===== config.mk =====
export PLATFORM = sky130hd
export DESIGN_NAME = spi_slave_buf
export DESIGN_NICKNAME = d
export VERILOG_FILES = /design/src/rtl/spi_slave_buf.sv
export SDC_FILE = /design/constraint.sdc
export NUM_CORES = 1
export LEC_CHECK = 0
export CORE_MARGIN = 2
export CORE_UTILIZATION = 50
export CTS_CLUSTER_SIZE = 25
export DETAILED_ROUTE_END_ITERATION = 10
export GPL_TIMING_DRIVEN = 0
export MAX_ROUTING_LAYER = met4
export PLACE_DENSITY = 0.69
export RECOVER_POWER = 25
export SETUP_SLACK_MARGIN = 0.3
export SYNTH_ARGS = -nofsm -noshare
export SYNTH_HDL_FRONTEND = slang
export SYNTH_SLANG_ARGS = --single-unit

===== constraint.sdc =====
create_clock -name i_clk -period 3.7 [get_ports i_clk]
set_input_delay 1.11 -clock i_clk [delete_from_list [all_inputs] [get_ports i_clk]]
set_output_delay 1.11 -clock i_clk [all_outputs]
set_load 0.02 [all_outputs]

===== src/rtl/spi_slave_buf.sv =====
// ---------------------------------------------------------------------------
// spi_slave_buf
// SPI mode-0 slave with an 8-entry receive buffer and an 8-entry locally
// loaded transmit buffer. The SPI pins are oversampled in the i_clk domain
// through 2-flop synchronisers. Edge actions land 3 clk after the pin edge.
//
// Ports:
//   i_clk, i_rst_n        system clock (rising edge), async active-low reset
//   i_mclk, i_cs, i_mosi  SPI pins from the master (mclk idle low, cs active low)
//   o_miso                serial data back to the master, MSB first
//   i_wen/i_wadd/i_wdata  local write port into the tx buffer
//   i_radd/o_rdata        local read port of the rx buffer (1-clk latency)
//   o_byte_valid          one-clk pulse per completed received byte
//   o_rx_byte             last completed received byte
//   o_rx_count            bytes received in current/last frame, saturates at 8
//   o_overrun             sticky: more than 8 bytes in the current frame
//   o_frame_err           one-clk pulse when cs rises mid-byte
// ---------------------------------------------------------------------------
module spi_slave_buf #(
    parameter int DATA_W = 8,
    parameter int ADDR_W = 3
) (
    input  logic              i_clk,
    input  logic              i_rst_n,
    input  logic              i_mclk,
    input  logic              i_cs,
    input  logic              i_mosi,
    output logic              o_miso,
    input  logic              i_wen,
    input  logic [ADDR_W-1:0] i_wadd,
    input  logic [DATA_W-1:0] i_wdata,
    input  logic [ADDR_W-1:0] i_radd,
    output logic [DATA_W-1:0] o_rdata,
    output logic              o_byte_valid,
    output logic [DATA_W-1:0] o_rx_byte,
    output logic [ADDR_W:0]   o_rx_count,
    output logic              o_overrun,
    output logic              o_frame_err
);

    localparam int DEPTH = 1 << ADDR_W;
    localparam logic [ADDR_W:0]   CNT_FULL = (ADDR_W+1)'(DEPTH);
    localparam logic [ADDR_W:0]   CNT_ONE  = (ADDR_W+1)'(1);
    localparam logic [ADDR_W-1:0] PTR_ONE  = ADDR_W'(1);
    localparam logic [2:0]        BIT_ONE  = 3'd1;
    localparam logic [2:0]        BIT_LAST = 3'd7;

    typedef enum logic {ST_IDLE, ST_SHIFT} state_t;

    state_t r_state, w_state_next;

    // Synchroniser chains; the extra *_d flop on mclk and cs is the previous
    // synchronised value used for edge detection. They reset low so that a
    // cs already held low when reset is released never looks like a fall.
    logic r_mclk_s1, r_mclk_s2, r_mclk_d;
    logic r_cs_s1, r_cs_s2, r_cs_d;
    logic r_mosi_s1, r_mosi_s2;

    logic [DATA_W-1:0] r_rx_mem [DEPTH];
    logic [DATA_W-1:0] r_tx_mem [DEPTH];
    logic [DATA_W-1:0] r_shift_rx, r_shift_tx;
    logic [ADDR_W-1:0] r_ptr;
    logic [2:0]        r_bit_cnt;

    logic              w_mclk_rise, w_mclk_fall, w_cs_fall, w_cs_rise;
    logic              w_byte_done;
    logic [DATA_W-1:0] w_rx_next;
    logic [ADDR_W-1:0] w_ptr_next;

    always_ff @(posedge i_clk or negedge i_rst_n) begin
        if (!i_rst_n) begin
            r_mclk_s1 <= 1'b0; r_mclk_s2 <= 1'b0; r_mclk_d <= 1'b0;
            r_cs_s1   <= 1'b0; r_cs_s2   <= 1'b0; r_cs_d   <= 1'b0;
            r_mosi_s1 <= 1'b0; r_mosi_s2 <= 1'b0;
        end else begin
            r_mclk_s1 <= i_mclk; r_mclk_s2 <= r_mclk_s1; r_mclk_d <= r_mclk_s2;
            r_cs_s1   <= i_cs;   r_cs_s2   <= r_cs_s1;   r_cs_d   <= r_cs_s2;
            r_mosi_s1 <= i_mosi; r_mosi_s2 <= r_mosi_s1;
        end
    end

    assign w_mclk_rise = r_mclk_s2 & ~r_mclk_d;
    assign w_mclk_fall = ~r_mclk_s2 & r_mclk_d;
    assign w_cs_fall   = ~r_cs_s2 & r_cs_d;
    assign w_cs_rise   = r_cs_s2 & ~r_cs_d;

    // The 3-bit bit counter wraps 7 -> 0 on the eighth rise, so "bit_cnt
    // reaching 8" is the rise seen while the counter still reads 7.
    assign w_byte_done = (r_state == ST_SHIFT) && w_mclk_rise && (r_bit_cnt == BIT_LAST);
    assign w_rx_next   = {r_shift_rx[DATA_W-2:0], r_mosi_s2};
    assign w_ptr_next  = r_ptr + PTR_ONE;

    assign o_miso = (r_state == ST_SHIFT) ? r_shift_tx[DATA_W-1] : 1'b0;

    always_ff @(posedge i_clk or negedge i_rst_n) begin
        if (!i_rst_n) r_state <= ST_IDLE;
        else          r_state <= w_state_next;
    end

    always_comb begin
        w_state_next = r_state;
        case (r_state)
            ST_IDLE:  if (w_cs_fall) w_state_next = ST_SHIFT;
            ST_SHIFT: if (w_cs_rise) w_state_next = ST_IDLE;
            default:  w_state_next = ST_IDLE;
        endcase
    end

    // Transmit buffer: the local port may write at any time. A load into
    // shift_tx in the same clk reads the pre-write contents.
    always_ff @(posedge i_clk or negedge i_rst_n) begin
        if (!i_rst_n) begin
            for (int i = 0; i < DEPTH; i++) r_tx_mem[i] <= '0;
        end else if (i_wen) begin
            r_tx_mem[i_wadd] <= i_wdata;
        end
    end

    // Shift datapath, rx buffer and status. A cs rise in the same clk as a
    // byte completion still stores the byte and is not a framing error.
    always_ff @(posedge i_clk or negedge i_rst_n) begin
        if (!i_rst_n) begin
            for (int i = 0; i < DEPTH; i++) r_rx_mem[i] <= '0;
            r_shift_rx   <= '0;
            r_shift_tx   <= '0;
            r_ptr        <= '0;
            r_bit_cnt    <= '0;
            o_rdata      <= '0;
            o_byte_valid <= 1'b0;
            o_rx_byte    <= '0;
            o_rx_count   <= '0;
            o_overrun    <= 1'b0;
            o_frame_err  <= 1'b0;
        end else begin
            o_byte_valid <= 1'b0;
            o_frame_err  <= 1'b0;
            o_rdata      <= r_rx_mem[i_radd];
            if (r_state == ST_IDLE) begin
                if (w_cs_fall) begin
                    r_ptr      <= '0;
                    r_bit_cnt  <= '0;
                    r_shift_rx <= '0;
                    o_rx_count <= '0;
                    o_overrun  <= 1'b0;
                    r_shift_tx <= r_tx_mem[0];
                end
            end else begin
                if (w_byte_done) begin
                    r_rx_mem[r_ptr] <= w_rx_next;
                    o_rx_byte       <= w_rx_next;
                    o_byte_valid    <= 1'b1;
                    if (o_rx_count == CNT_FULL) o_overrun  <= 1'b1;
                    else                        o_rx_count <= o_rx_count + CNT_ONE;
                    r_ptr      <= w_ptr_next;
                    r_bit_cnt  <= '0;
                    r_shift_tx <= r_tx_mem[w_ptr_next];
                end else if (w_mclk_rise) begin
                    r_shift_rx <= w_rx_next;
                    r_bit_cnt  <= r_bit_cnt + BIT_ONE;
                end else if (w_mclk_fall && (r_bit_cnt != '0)) begin
                    r_shift_tx <= {r_shift_tx[DATA_W-2:0], 1'b0};
                end
                // A partial byte is simply dropped by clearing the counter.
                if (w_cs_rise && !w_byte_done) begin
                    if ((r_bit_cnt != '0) || w_mclk_rise) o_frame_err <= 1'b1;
                    r_bit_cnt <= '0;
                end
            end
        end
    end

endmodule


## Word level (Yosys, flattened, before mapping)

Index checks and enable logic that the tools add are counted.

- Word-level logic and storage cells: 129
- Output and inout bits: 24
- Memory bits (writable): 0
- Memories: 0
- Bits in latches: 0
- Bits in read-only memories: 0
- Register bits: 181

- Magnitude comparators: 6
- Bitwise operators: 13
- Muxes and demuxes: 45
- Divide/modulo/power cells: 0
- Equal/unequal tests: 10
- Reductions and logical operators: 17
- Shifts and indexed selects: 0
- Add/sub/neg operators: 3
- $mul: 0

Operators by type and width:

| operator | count |
|---|---|
| bitwise mux 64 bit | 2 |
| 2-to-1 mux 8 bit | 11 |
| binary-select mux 8 bit (select 3 bit) | 2 |
| demux 8 bit (select 3 bit) | 2 |
| 2-to-1 mux 7 bit | 4 |
| 2-to-1 mux 3 bit | 7 |
| greater-or-equal comparator 4 bit, second input constant | 4 |
| 2-to-1 mux 4 bit | 4 |
| inverter 3 -> 4 bit | 4 |
| 2-to-1 mux 1 bit | 12 |
| AND reduction 3 bit | 4 |
| less-than comparator 4 x 1 -> 1 bit, second input constant | 2 |
| adder 3 x 1 -> 3 bit, second input constant | 2 |
| logical AND 1 bit | 6 |
| inequality test 2 x 1 -> 1 bit, second input constant | 3 |
| AND reduction 2 bit | 3 |
| inverter 1 bit | 5 |
| adder 4 x 1 -> 4 bit, second input constant | 1 |
| AND 1 bit | 4 |
| == test 4 bit, second input constant | 1 |
| inequality test 2 bit, second input constant | 2 |
| inequality test 4 x 1 -> 1 bit, second input constant | 1 |
| == test 3 bit, second input constant | 1 |
| inequality test 3 x 1 -> 1 bit, second input constant | 1 |
| other kinds (6) | 6 |

## Longest topological paths before layout

- Depth after elaboration: 8
- Gate-level depth with buffers: 8

## Worst setup path before layout

OpenSTA, ideal clock, no wires.

- Path kind: input port to flip-flop
- Start point: input i_radd[0]
- End point: register o_rdata[0]
- Setup slack: 1.169 ns
- Data required time: 3.575 ns
- Data arrival time: 2.406 ns
- Cell stages on the path: 4
- Path through: buf_2 -> buf_2 -> mux4_2 -> mux2_2

- Word-level cells in the longest chain between the ends: 4

RTL lines:

| element | line | text |
|---|---|---|
| from (decl) | 32 | `input logic [ADDR_W-1:0] i_radd,` |
| inverter 3 -> 4 bit (implied by the code) | 137 | `o_rdata <= r_rx_mem[i_radd];` |
| binary-select mux 8 bit (select 3 bit) | 137 |  |
| 2-to-1 mux 8 bit (implied by the code) (2 in series) | 137 |  |
| to (signal assigned) | 137 |  |
| to (decl) | 33 | `output logic [DATA_W-1:0] o_rdata,` |

No other way between the ends. The select of a mux whose other input is x is not followed.
A chain may end at the register's enable or synchronous reset.

## Worst setup path in the final report

- Start point: register r_state
- End point: output o_miso

- Word-level cells in the longest chain between the ends: 1

RTL lines:

| element | line | text |
|---|---|---|
| from (decl) | 50 | `state_t r_state, w_state_next;` |
| from (signal assigned) | 97 | `else r_state <= w_state_next;` |
| 2-to-1 mux 1 bit | 93 | `assign o_miso = (r_state == ST_SHIFT) ? r_shift_tx[DATA_W-1] : 1'b0;` |
| to (decl) | 28 | `output logic o_miso,` |

No other way between the ends.

==> results.tsv <==
metric	value	unit
commonest non-fill, non-tap cells in the layout	181 x dfrtp_1, 130 x mux2_2, 53 x nand2_1, 32 x mux4_2, 32 x clkdlybuf4s50_1	
CTS Hold Buffers Added	0	
Peak Freq	307	MHz
Fin. Hold Viols	0	
max-cap check violation count	1	
Starting Density	50.7	%
Worst-Margin Slew	1730	ps
post-synth top area share	56.6	%
# rows	46	
largest cells by area after synthesis	dfrtp_1 57%, mux2_2 18%, mux4_2 9.0%	
IO Pins	44	
post-CTS resize count	0	
Yosys warnings	0	
chip width	130	µm
final std cells w/o fill	841	
largest area contributor in the netlist	dfrtp_1	
Syn Inst Count	556	
final hold slack	349	ps
post-route ant nets	0	
DRT Pass-1 Iters	4	
TritonCTS clock tree	done	
Final period util	88.1	%
Slew Limit Fails	70	
outcome	finished, violations left	
Post-CTS Setup Bufs	0	
CP Max Fanout	10	
Chip Height	130	µm
worst vdd ir	0.359	mV
H-tree levels	4	
Layout Skew	6.27	ps
Mapped Area	8000	µm²
# port buffers	36	
async set-reset flop share out of synthesis	100	%
crit path kind	flop to primary output	
Placer Congestion	0.761	
clk slew on worst S/H paths	70	ps
violated checks	capacitance limit, slew limit	
placed cell area	8660	µm²
CTS root buf	clkbuf_16	
Primary FF master, synth	dfrtp_1	
final instance area	9260	µm²
Post-synth EDFFs	0	
total track usage	20.9	%
die area	17000	µm²
Vias/cell	5.56	
Avg Cell Area, Syn	14.4	µm²
Pwr Total	0.00471	W
DRC violations left	0	
Setup crit end kind	primary output	
global route overflow	0	
Lkg Pwr	4.27	nW
later-pin clock latency in the skew report	430	ps
flops & latches, synth	181	
largest net degree at the start of global routing	114	
setup TNS	0	ps
DPL Wire Length	11000	µm
Num CTS Buffers	17	
total number of vias	4680	
first-pass GRT wire length	25900	µm
syn nets	582	
Initial DRC Count	220	
Core Box Area	15800	µm²
Cells after DPL	809	
register area share after synthesis	56.6	%
worst endpoint data arrival time	2150	ps
Worst slew margin	-15.5	%
CTS Buffer Depth	2	
Area Overhead vs Synth	15.8	%
Num Clock Sinks	181	
Filler cells	1262	
Final nets	638	
Critical Path Start Type	flop	
antenna violations before repair	0	
area of the multi-input gates	3250	µm²
vias in the first global route	4780	
critical path required time	2590	ps
leading cell type in the layout, fill and taps excluded	dfrtp_1	
Ant. Diodes	0	
final wirelength	15900	µm
Distinct cells, synth	42	
share of cells above drive strength 1	35.8	%
final setup vio count	0	
Hold WC Path Type	flop to flop	
RSZ-0062 raised after global routing	false	
Power Density	509	nW/µm²
Period minus WS final	3260	ps
WL per Instance	18.9	µm
FF+latch area	4530	µm²
## cell usage after synthesis (all sizes together), types with 6 or more instances
master / instances
ha: 6
nand2: 53
mux2: 130
nand3: 19
nor2: 11
a22o: 8
buf: 14
clkbuf: 19
mux2i: 7
mux4: 32
o21ai: 13
o22ai: 6
nand4b: 6
inv: 15
dfrtp: 181
## final cells by class
cell class	count	area share, %
repair buffers	37	3.96
inverters	15	0.608
clock inverters	15	2.35
plain buffers	33	1.59
multi-input cells	327	35.1
clock buffers	17	4.59
well taps	216	2.92
flip-flops and latches	181	48.9
## power by group
part | internal, W | leakage, nW | switching (W)
Combinational | 0.000243 | 1.59 | 0.000220
Clock | 0.00115 | 0.312 | 0.000809
Sequential | 0.00218 | 2.37 | 0.000105
## metrics by stage
step / setup slack [ps] / util [%]
global route: 363 / 58.7
global placement: -5540 / 54.7
detailed placement: 745 / 54.9
CTS: 408 / 59.0
floorplan: 1170 / -
finish: 439 / 58.7
## state kept, by name (all words and copies together) (netlist names), 3 cells and up
signal,cells
o_rdata,8
r_tx_mem,64
r_shift_tx,8
r_bit_cnt,3
o_rx_count,4
r_ptr,3
o_rx_byte,8
r_rx_mem,64
r_shift_rx,7
## worst max-delay path, stage by stage (launching register included)
cell,delay [ps]
dfrtp_1,320
buf_4,140
clkbuf_1,380
and2_1,260
clkdlybuf4s50_1,620
## worst paths after layout
| kind | depth (start not counted) | end | from | slack [ps] |
|---|---|---|---|---|
| min in group asynchronous | 1 | o_rx_count[3] | i_rst_n | 1130 |
| hold / removal | 0 | r_mclk_s2 | r_mclk_s1 | 350 |
| setup reg to reg | 7 | r_shift_tx[6] | r_bit_cnt[0] | 1010 |
| hold reg to reg | 0 | r_mclk_s2 | r_mclk_s1 | 350 |
| max in group asynchronous | 2 | r_tx_mem[6] | i_rst_n | 820 |
| setup / recovery | 4 | o_miso | r_state | 440 |
## layer usage
| metal | global-route usage [%] | vias to the layer above | routed length [µm] |
|---|---|---|---|
| met4 | 6.01 | 0 | 189 |
| met5 | - | - | 0 |
| met2 | 34.9 | 54 | 8340 |
| met3 | 3.79 | 20 | 370 |
| met1 | 26.5 | 2474 | 6980 |
| li1 | - | 2132 | - |
## cell families after synthesis
group                    after synthesis  share of synthesized area [%]
AO/OA/AOI/OAI                         35                           3.13
XOR/XNOR                               3                          0.329
adder cells (fa/ha/maj)                6                          0.939
buffers and inverters                 48                           2.55
flip-flops                           181                           56.6
multiplexers                         169                           28.2
AND/OR/NAND/NOR                      114                           8.21
No activity file was read; power rests on OpenSTA's default activity.
